### config.mk
export PLATFORM = sky130hd
export DESIGN_NAME = dbg_cmd_parser
export DESIGN_NICKNAME = d
export VERILOG_FILES = /design/src/rtl/dbg_cmd_parser.sv
export SDC_FILE = /design/constraint.sdc
export NUM_CORES = 1
export LEC_CHECK = 0
export ABC_AREA = 1
export BUFFER_PORTS_ARGS = -buffer_cell sky130_fd_sc_hd__buf_2
export CELL_PAD_IN_SITES_DETAIL_PLACEMENT = 1
export CELL_PAD_IN_SITES_GLOBAL_PLACEMENT = 2
export CORE_UTILIZATION = 29
export DETAILED_ROUTE_END_ITERATION = 10
export PLACE_DENSITY_LB_ADDON = 0.1
export SLEW_MARGIN = 20
export SYNTH_ARGS = -nofsm -noshare
export SYNTH_HDL_FRONTEND = slang
export SYNTH_SLANG_ARGS = --single-unit
### constraint.sdc
create_clock -name clk_i -period 2 [get_ports clk_i]
set_clock_uncertainty 0.1 [all_clocks]
set_input_delay 0.5 -clock clk_i [delete_from_list [all_inputs] [get_ports clk_i]]
set_output_delay 0.5 -clock clk_i [all_outputs]
set_load 0.02 [all_outputs]
### src/rtl/dbg_cmd_parser.sv
// Debug command assembler: turns a UART byte stream into opcode/address/data
// commands on a valid/ready interface, with registered one-cycle error events.
module dbg_cmd_parser #(
  parameter int AdrW            = 4,
  parameter int DatW            = 4,
  parameter int TimeoutInCycles = 8
) (
  input  logic                clk_i,
  input  logic                rst_i,
  input  logic                recv_valid_i,
  input  logic [7:0]          recv_data_i,
  input  logic                recv_error_i,
  output logic                cmd_valid_o,
  input  logic                cmd_ready_i,
  output logic [1:0]          cmd_op_o,
  output logic [AdrW*8-1:0]   cmd_addr_o,
  output logic [DatW*8-1:0]   cmd_data_o,
  output logic                busy_o,
  output logic                err_valid_o,
  output logic [1:0]          err_code_o
);

  localparam int CW = $clog2(AdrW + DatW + 1) + 1;
  localparam int TW = $clog2(TimeoutInCycles + 1) + 1;

  localparam logic [CW-1:0] ADR_N = CW'(AdrW);
  localparam logic [CW-1:0] TOT_N = CW'(AdrW + DatW);
  localparam logic [TW-1:0] TO_N  = TW'(TimeoutInCycles);

  localparam logic [7:0] BYTE_PING  = 8'h50;
  localparam logic [7:0] BYTE_READ  = 8'h52;
  localparam logic [7:0] BYTE_WRITE = 8'h57;

  localparam logic [1:0] OP_PING  = 2'd0;
  localparam logic [1:0] OP_READ  = 2'd1;
  localparam logic [1:0] OP_WRITE = 2'd2;

  localparam logic [1:0] ERR_OVERRUN = 2'd0;
  localparam logic [1:0] ERR_FRAME   = 2'd1;
  localparam logic [1:0] ERR_TIMEOUT = 2'd2;
  localparam logic [1:0] ERR_BADOP   = 2'd3;

  typedef enum logic [1:0] {S_IDLE, S_COLLECT, S_HOLD} state_e;

  state_e              state_q, state_d;
  logic [1:0]          op_q, op_d;
  logic [AdrW*8-1:0]   addr_q, addr_d;
  logic [DatW*8-1:0]   data_q, data_d;
  logic [CW-1:0]       idx_q, idx_d;    // bytes collected after the opcode
  logic [CW-1:0]       need_q, need_d;  // bytes this opcode requires
  logic [TW-1:0]       to_q, to_d;      // idle cycles since last byte
  logic                errv_q, errv_d;
  logic [1:0]          errc_q, errc_d;

  // Shifted views: new byte enters at the LSB so the first byte ends up MSB.
  logic [AdrW*8+7:0]   addr_sh;
  logic [DatW*8+7:0]   data_sh;
  assign addr_sh = {addr_q, recv_data_i};
  assign data_sh = {data_q, recv_data_i};

  // State and field registers, cleared by synchronous reset.
  always_ff @(posedge clk_i) begin
    if (rst_i) begin
      state_q <= S_IDLE;
      op_q    <= '0;
      addr_q  <= '0;
      data_q  <= '0;
      idx_q   <= '0;
      need_q  <= '0;
      to_q    <= '0;
      errv_q  <= 1'b0;
      errc_q  <= '0;
    end else begin
      state_q <= state_d;
      op_q    <= op_d;
      addr_q  <= addr_d;
      data_q  <= data_d;
      idx_q   <= idx_d;
      need_q  <= need_d;
      to_q    <= to_d;
      errv_q  <= errv_d;
      errc_q  <= errc_d;
    end
  end

  // Next-state: opcode decode, byte collection, timeout and error arbitration.
  always_comb begin
    state_d = state_q;
    op_d    = op_q;
    addr_d  = addr_q;
    data_d  = data_q;
    idx_d   = idx_q;
    need_d  = need_q;
    to_d    = to_q;
    errv_d  = 1'b0;
    errc_d  = errc_q;

    case (state_q)
      S_IDLE: begin
        if (recv_error_i) begin
          errv_d = 1'b1;
          errc_d = ERR_FRAME;
        end else if (recv_valid_i) begin
          addr_d = '0;
          data_d = '0;
          idx_d  = '0;
          to_d   = '0;
          case (recv_data_i)
            BYTE_PING: begin
              op_d    = OP_PING;
              need_d  = '0;
              state_d = S_HOLD;
            end
            BYTE_READ: begin
              op_d    = OP_READ;
              need_d  = ADR_N;
              state_d = S_COLLECT;
            end
            BYTE_WRITE: begin
              op_d    = OP_WRITE;
              need_d  = TOT_N;
              state_d = S_COLLECT;
            end
            default: begin
              // Unknown opcode leaves the previous fields untouched.
              addr_d = addr_q;
              data_d = data_q;
              errv_d = 1'b1;
              errc_d = ERR_BADOP;
            end
          endcase
        end
      end

      S_COLLECT: begin
        if (recv_error_i) begin
          // Error beats a simultaneous byte; partial command is dropped.
          errv_d  = 1'b1;
          errc_d  = ERR_FRAME;
          addr_d  = '0;
          data_d  = '0;
          state_d = S_IDLE;
        end else if (recv_valid_i) begin
          // A byte beats a simultaneous timeout.
          to_d = '0;
          if (idx_q < ADR_N) addr_d = addr_sh[AdrW*8-1:0];
          else               data_d = data_sh[DatW*8-1:0];
          idx_d = idx_q + CW'(1);
          if (idx_q + CW'(1) == need_q) state_d = S_HOLD;
        end else if (TimeoutInCycles != 0) begin
          if (to_q == TO_N) begin
            errv_d  = 1'b1;
            errc_d  = ERR_TIMEOUT;
            addr_d  = '0;
            data_d  = '0;
            state_d = S_IDLE;
          end else begin
            to_d = to_q + TW'(1);
          end
        end
      end

      S_HOLD: begin
        if (cmd_ready_i) state_d = S_IDLE;
        // Bytes arriving while a command is held are never taken as opcodes.
        if (recv_error_i) begin
          errv_d = 1'b1;
          errc_d = ERR_FRAME;
        end else if (recv_valid_i) begin
          errv_d = 1'b1;
          errc_d = ERR_OVERRUN;
        end
      end

      default: state_d = S_IDLE;
    endcase
  end

  assign cmd_valid_o = (state_q == S_HOLD);
  assign busy_o      = (state_q != S_IDLE);
  assign cmd_op_o    = op_q;
  assign cmd_addr_o  = addr_q;
  assign cmd_data_o  = data_q;
  assign err_valid_o = errv_q;
  assign err_code_o  = errc_q;

endmodule

==> results of run 1 <==
==> worst register-to-register path, delay by kind of cell (launching register included) <==
| family | cells | cell delay [ns] |
|---|---|---|
| compound gates | 1 | 0.11 |
| fa+ha+maj | 1 | 0.16 |
| buf+inv | 4 | 0.48 |
| flops | 1 | 0.36 |
| simple gates | 6 | 0.59 |
==> flip-flops by register name, summed over array words and instances, names as in the netlist <==
| signal | flops |
|---|---|
| cmd_data_o | 32 |
| cmd_op_o | 2 |
| state_q | 2 |
| err_valid_o | 1 |
| err_code_o | 2 |
| cmd_addr_o | 32 |
| idx_q | 5 |
| to_q | 5 |
==> path summary, 6_finish.rpt <==
| check | start | to | slack, ns | cells after the start |
|---|---|---|---|---|
| setup / recovery | state_q[0] | cmd_valid_o | 0.07 | 3 |
| hold / removal | rst_i | idx_q[3] | 0.36 | 2 |
| setup reg to reg | state_q[0] | cmd_data_o[12] | 0.07 | 12 |
| hold reg to reg | to_q[4] | to_q[4] | 0.40 | 2 |
==> placed cells by master, fill, tap and decap left out, types with 2 or more instances in the layout <==
cell                        count
sky130_fd_sc_hd__nand2_1      192
sky130_fd_sc_hd__inv_1        105
sky130_fd_sc_hd__nor2_1        94
sky130_fd_sc_hd__buf_2         83
sky130_fd_sc_hd__dfxtp_1       79
sky130_fd_sc_hd__a21oi_1       51
sky130_fd_sc_hd__nand3_1       29
sky130_fd_sc_hd__buf_4         19
sky130_fd_sc_hd__clkbuf_16     12
sky130_fd_sc_hd__inv_2         10
sky130_fd_sc_hd__o21ai_0       10
sky130_fd_sc_hd__buf_12         9
sky130_fd_sc_hd__nor2_2         6
sky130_fd_sc_hd__ha_1           5
sky130_fd_sc_hd__nand2_2        4
sky130_fd_sc_hd__a21oi_2        4
sky130_fd_sc_hd__nand4_1        3
sky130_fd_sc_hd__nor3_1         3
sky130_fd_sc_hd__nor2_4         3
sky130_fd_sc_hd__nand3_2        2
sky130_fd_sc_hd__nand3_4        2
sky130_fd_sc_hd__and2_1         2
sky130_fd_sc_hd__a211oi_1       2
sky130_fd_sc_hd__ha_4           2
sky130_fd_sc_hd__clkbuf_8       2
sky130_fd_sc_hd__clkinv_2       2
sky130_fd_sc_hd__buf_6          2
==> stage by stage <==
| stage | power, mW | std cells | instance area (um^2) | TNS [ns] | util, % |
|---|---|---|---|---|---|
| 2_1_floorplan | 1.83 | 648 | 4110 | 0 | - |
| 3_3_place_gp | 1.93 | 907 | 4880 | 0 | 35.1 |
| 3_5_place_dp | 1.94 | 907 | 4880 | -0.103 | 35.1 |
| 4_1_cts | 3.58 | 923 | 5170 | 0 | 37.2 |
| 5_1_grt | 3.69 | 930 | 5340 | -0.634 | 38.5 |
| 6_report | 3.52 | 930 | 5340 | 0 | 38.5 |
==> report_power, final <==
part | leakage [nW] | internal, mW | switching (mW) | total, mW
Combinational | 2.04 | 0.0989 | 0.168 | 0.267
Clock | 0.139 | 0.911 | 0.695 | 1.61
Sequential | 0.655 | 1.63 | 0.0127 | 1.64
Total | 2.83 | 2.64 | 0.876 | 3.52
==> cell type report <==
class                           count  area [um^2]  share of cell area (%)
Inverter                          116          438                    8.19
Clock buffer                       12          256                    4.80
Sequential cell                    81         1630                    30.4
Clock inverter                      4         26.3                   0.492
Tap cell                          180          225                    4.21
Multi-Input combinational cell    421         1940                    36.2
Timing Repair Buffer              116          836                    15.6
==> cell families (layout without fill, tap and decap cells) <==
family,after synthesis,after routing,synth area share (%)
fa+ha+maj,7,7,2.13
simple gates,342,342,34.1
buf+inv,146,248,15.2
flops,81,81,39.4
xor+xnor,1,1,0.213
compound gates,71,71,8.97
==> layer usage <==
| layer | share of wire, % | vias to the layer above | track usage, % |
|---|---|---|---|
| met5 | 0 | - | 0 |
| met4 | 1.2 | 0 | 6.02 |
| met3 | 3.2 | 10 | 3.52 |
| met2 | 48 | 57 | 29.2 |
| met1 | 48 | 1890 | 20.9 |
| li1 | - | 2131 | - |
==> repair_timing <==
action                     CTS  global route
setup buffers                0             3
setup endpoints to repair   10            63
resized for setup            4            20
pin swaps                    0             6
gates cloned                 0             4
==> results.txt, run 1 <==
----------------------------------------------------
[Status]
  Run status ... finished, final reports clean

[Hold path]
  Type of the worst min-delay path ... in2reg

[Critical path]
  Critical Path Slowest Stage Cell ... sky130_fd_sc_hd__dfxtp_4
  Critical-path cell list ... inv_1 -> ha_1 -> buf_2
  Element type at the critical path end ... primary output
  Setup Crit Path Kind ... reg2out
  Endpoint required time on the critical path ... 1.40 ns
  CP max stage delay ... 0.36 ns
  Worst-path fanout max ... 6
  Family with the most delay on the worst path ... flip-flops
  Critical path launch point type ... flop
  Count of buffer and inverter cells on the critical path ... 2
  Arrival time of the worst setup path ... roughly 1.3 ns

[Global routing]
  GRT Resource Usage Total ... 17.0%
  Wire length of the first global-routing pass ... 19,500 um
  GRT overflow ... 0
  Initial antenna violation count ... 0
  Vias in the first global route ... between 4,000 and 5,000
  Largest net degree at the start of global routing ... 64

[Yosys]
  Number of unique standard cell types used by synthesis ... 31
  Count of flip-flops with a built-in enable after synthesis ... 0
  Cell with the most instances after synthesis ... sky130_fd_sc_hd__nand2_1
  Synth top cells by count ... sky130_fd_sc_hd__nand2_1 (195), sky130_fd_sc_hd__inv_1 (107), sky130_fd_sc_hd__nor2_1 (98)
  Post-synthesis average cell area ... 6.35 um^2
  Share of the synthesized area in the top cell type ... 39.4%
  Top FF cell, synth ... sky130_fd_sc_hd__dfxtp_1
  Synth Instances ... ~650
  Async S/R FF share, synth ... 0%
  Number of warnings issued by yosys ... 0
  Area contributors post-synth ... sky130_fd_sc_hd__dfxtp_1 (39%), sky130_fd_sc_hd__nand2_1 (18%), sky130_fd_sc_hd__inv_1 (9.8%)
  Mapped Nets ... 668
  Biggest area consumer among synthesized cells ... sky130_fd_sc_hd__dfxtp_1
  Post-Synthesis Cell Area ... 4110 um^2
  Register bit count reported by yosys ... 81
  Sequential fraction of the synthesis area ... 39.4%

[Finish]
  Number of fill cells ... roughly 1,800
  Ant. Diodes ... 0
  Area growth, synth to finish ... 29.9%
  Post-layout nets ... between 700 and 800
  Share of post-route cells with drive strength above 1 ... roughly 23%

[Timing]
  Setup violation total in the final timing report ... 0
  Slew at the pin closest to its max-slew limit ... 0.568 ns
  Minimum clock period after layout ... 1.93 ns
  Final Max Slew Viols ... 0
  Hold Violations, Final ... 0
  Final worst-path cycle share ... 96.5%
  Maximum clock frequency ... 518 MHz
  Worst hold margin ... 0.356 ns
  Normalized max-slew margin ... 62.1%
  Final setup slack of the worst path ... 0.0700 ns

[Route]
  DRC violation count after routing ... 0
  Post-DR wirelength/cell ... between 10 and 15 um
  Pre-antenna DRT Iters ... 4
  Starting DRT DRC Count ... between 150 and 200
  Overall routed net length ... 12,200 um
  Antenna Nets Post-Route ... 0
  Number of vias per cell ... ~4.4
  Via count ... 4,088

[Die]
  Die Y ... 121 um
  Row count ... 43
  Starting Density ... 29.6%
  Die area ... 14,700 um^2
  Die Width ... 121 um
  I/O Pins ... 84
  Area of the core ... 13,900 um^2

[Clock tree]
  Number of CTS-inserted buffers ... 9
  Cts-stage hold buffer count ... 0
  Buffer type at the clock tree root ... sky130_fd_sc_hd__clkbuf_16
  Clock tree sinks ... 81
  Clock tree from TritonCTS ... yes
  Number of buffers on the longest clock path ... 2
  Clock latency of the later-clocked register in the worst-skew pair ... 0.34 ns
  Clock edge transition at the registers on the reported setup and hold paths ... 0.06 ns
  H-tree depth ... 3

[Power]
  Worst IR Drop VDD ... 0.000337 V
  Total power per unit cell area ... 658 nW/um^2
  Static leakage ... roughly 2.8 nW

[Placed design]
  Number of buffer cells added on primary ports ... 83
  Detailed placement HPWL ... 8430 um
  Final RePlAce weighted congestion ... 0.757
  Worst slack, placed ... -0.0201 ns

[Run]
  Max-cap violation count ... 0

----------------------------------------------------
No activity file was read; power rests on OpenSTA's default activity.
==> run 2, diff against run 1 <==
Settings changed: SETUP_SLACK_MARGIN from default to 0.15.
==> run 2 against run 1 <==
  * First-iteration DRC count decreased by 3.2%
  * Wire length is 1.5% higher
  * Combinational power up 6%
  * Largest cell class unchanged
  * Critical endpoint is now cmd_data_o[11]
  * Core utilization increased by 1.7 points
  * Largest power group unchanged
  * Cell area up 4.3%
==> results.txt, run 2 (same netlist as run 1, synthesis figures left out) <==
----------------------------------------------------
[Critical path]
  Element type at the critical path end ... flop
  Family with the most delay on the worst path ... buffers and inverters
  Count of buffer and inverter cells on the critical path ... 5
  Arrival time of the worst setup path ... 2.01 ns
  Worst setup slack for register-to-register paths ... 0.13 ns
  Setup Crit Path Kind ... reg2reg
  Critical-path cell list ... inv_4 -> ha_4 -> nor2_4 -> inv_2 -> nand2_4 -> inv_4 -> nand2_2 -> nor2_4 -> nand3_4 -> buf_12 -> clkbuf_16 -> a21oi_2 -> nor2_1
  Crit path launch ... state_q[0]
  Critical Path Slowest Stage Cell ... sky130_fd_sc_hd__dfxtp_4
  Worst-path fanout max ... 7
  Critical path launch point type ... flop
  Startpoint of the lowest-slack register-to-register path ... state_q[0]
  Endpoint required time on the critical path ... approximately 2.1 ns
  CP max stage delay ... about 0.37 ns

[Die]
  Die Width ... 121 um
  Starting Density ... 29.6%
  Area of the core ... 13,900 um^2
  Die area ... between 10,000 and 15,000 um^2
  I/O Pins ... 84
  Row count ... 43
  Die Y ... 121 um

[Placed design]
  Number of buffer cells added on primary ports ... 83
  Detailed placement HPWL ... ~8400 um
  Final RePlAce weighted congestion ... around 0.76
  Placed cells ... 907

[Finish]
  Most common library cell in the layout ignoring fill and taps ... sky130_fd_sc_hd__nand2_1
  Most used cells in the layout excluding fill and tap cells ... sky130_fd_sc_hd__nand2_1 (190), sky130_fd_sc_hd__inv_1 (103), sky130_fd_sc_hd__nor2_1 (92)
  Number of fill cells ... about 1,800
  Ant. Diodes ... 0
  Final cell utilization of the core ... 40.2%
  Number of standard cells in the layout, taps in and fillers out ... around 940
  Area growth, synth to finish ... 35.6%
  Post-layout nets ... 773
  Share of post-route cells with drive strength above 1 ... 25.9%

[Power]
  Worst IR Drop VDD ... 0.000338 V
  Total power per unit cell area ... between 600 and 700 nW/um^2
  Static leakage ... a little under 3 nW

[Timing]
  Final worst-path cycle share ... between 90% and 100%
  Worst hold margin ... about 0.36 ns
  Final Max Slew Viols ... 0
  Slew at the pin closest to its max-slew limit ... 0.565 ns
  Normalized max-slew margin ... about 62%
  Maximum clock frequency ... 535 MHz
  Setup violation total in the final timing report ... 0
  Setup repair after global routing missed its margin ... yes
  Hold Violations, Final ... 0
  Minimum clock period after layout ... 1.87 ns

[Global routing]
  Largest net degree at the start of global routing ... 64
  Wire length of the first global-routing pass ... 20,100 um
  Initial antenna violation count ... 0
  GRT overflow ... 0
  Vias in the first global route ... approximately 4,200
  GRT Resource Usage Total ... roughly 18%

[Route]
  Pre-antenna DRT Iters ... 4
  Post-DR wirelength/cell ... roughly 13 um
  Starting DRT DRC Count ... 150
  DRC violation count after routing ... 0
  Via count ... about 4,100
  Antenna Nets Post-Route ... 0
  Overall routed net length ... 12,400 um
  Number of vias per cell ... 4.41

[Hold path]
  Type of the worst min-delay path ... in2reg
  Worst hold start ... rst_i

[Clock tree]
  Clock latency of the later-clocked register in the worst-skew pair ... 0.34 ns
  Number of CTS-inserted buffers ... 9
  Clock tree from TritonCTS ... yes
  Buffer type at the clock tree root ... sky130_fd_sc_hd__clkbuf_16
  Number of buffers on the longest clock path ... 2
  H-tree depth ... 3
  Clock edge transition at the registers on the reported setup and hold paths ... 0.06 ns
  Clock tree sinks ... 81

[Status]
  Run status ... finished, final reports clean

[Run]
  Max-cap violation count ... 0

----------------------------------------------------
-- run 2: cell count changes in the layout (fill, tap and decap cells not counted), sizes merged --
cell    previous run  this run
buf              113       122
clkbuf            15        14
-- run 2: timing repair --
| item | CTS | global route |
|---|---|---|
| hold buffers | 0 | 0 |
| resized for setup | 27 | 35 |
| setup buffers | 8 | 4 |
| hold endpoints to repair | 0 | 0 |
| cloned | 1 | 2 |
| pin swaps | 4 | 15 |
| setup endpoints to repair | 68 | 69 |
-- run 2: worst paths after layout --
check	depth (start not counted)	endpoint
max	13	cmd_data_o[11]
max reg2reg	13	cmd_data_o[11]
min	2	idx_q[1]
min reg2reg	2	to_q[4]
-- run 2: layout make-up --
class                   instances  area, um^2  share of cell area [%]
multi-input cells             421        2060                    37.0
repair buffers                124         932                    16.7
clock buffers                  12         256                    4.60
well taps                     180         225                    4.04
clock inverters                 4        26.3                   0.471
flip-flops and latches         81        1630                    29.2
inverters                     116         445                    7.99
-- run 2: through the flow --
step                total power [mW]  TNS [ns]  setup slack (ns)  area (um^2)
floorplan                       1.83         0             0.174         4110
global placement                1.93         0            0.0278         4880
detailed placement              1.94    -0.103           -0.0201         4880
CTS                             3.59         0             0.147         5360
global route                    3.70         0            0.0576         5580
finish                          3.53         0             0.131         5580
-- run 2: per-layer routing --
metal	share of wire, %	track usage (%)
met5	0	0
met4	1.1	6.10
met3	3.1	3.67
met2	49	30.1
met1	47	21.6
-- run 2: where the power goes --
group          internal, mW  switching (mW)
sequential             1.63          0.0134
combinational         0.108           0.176
clock                 0.910           0.689
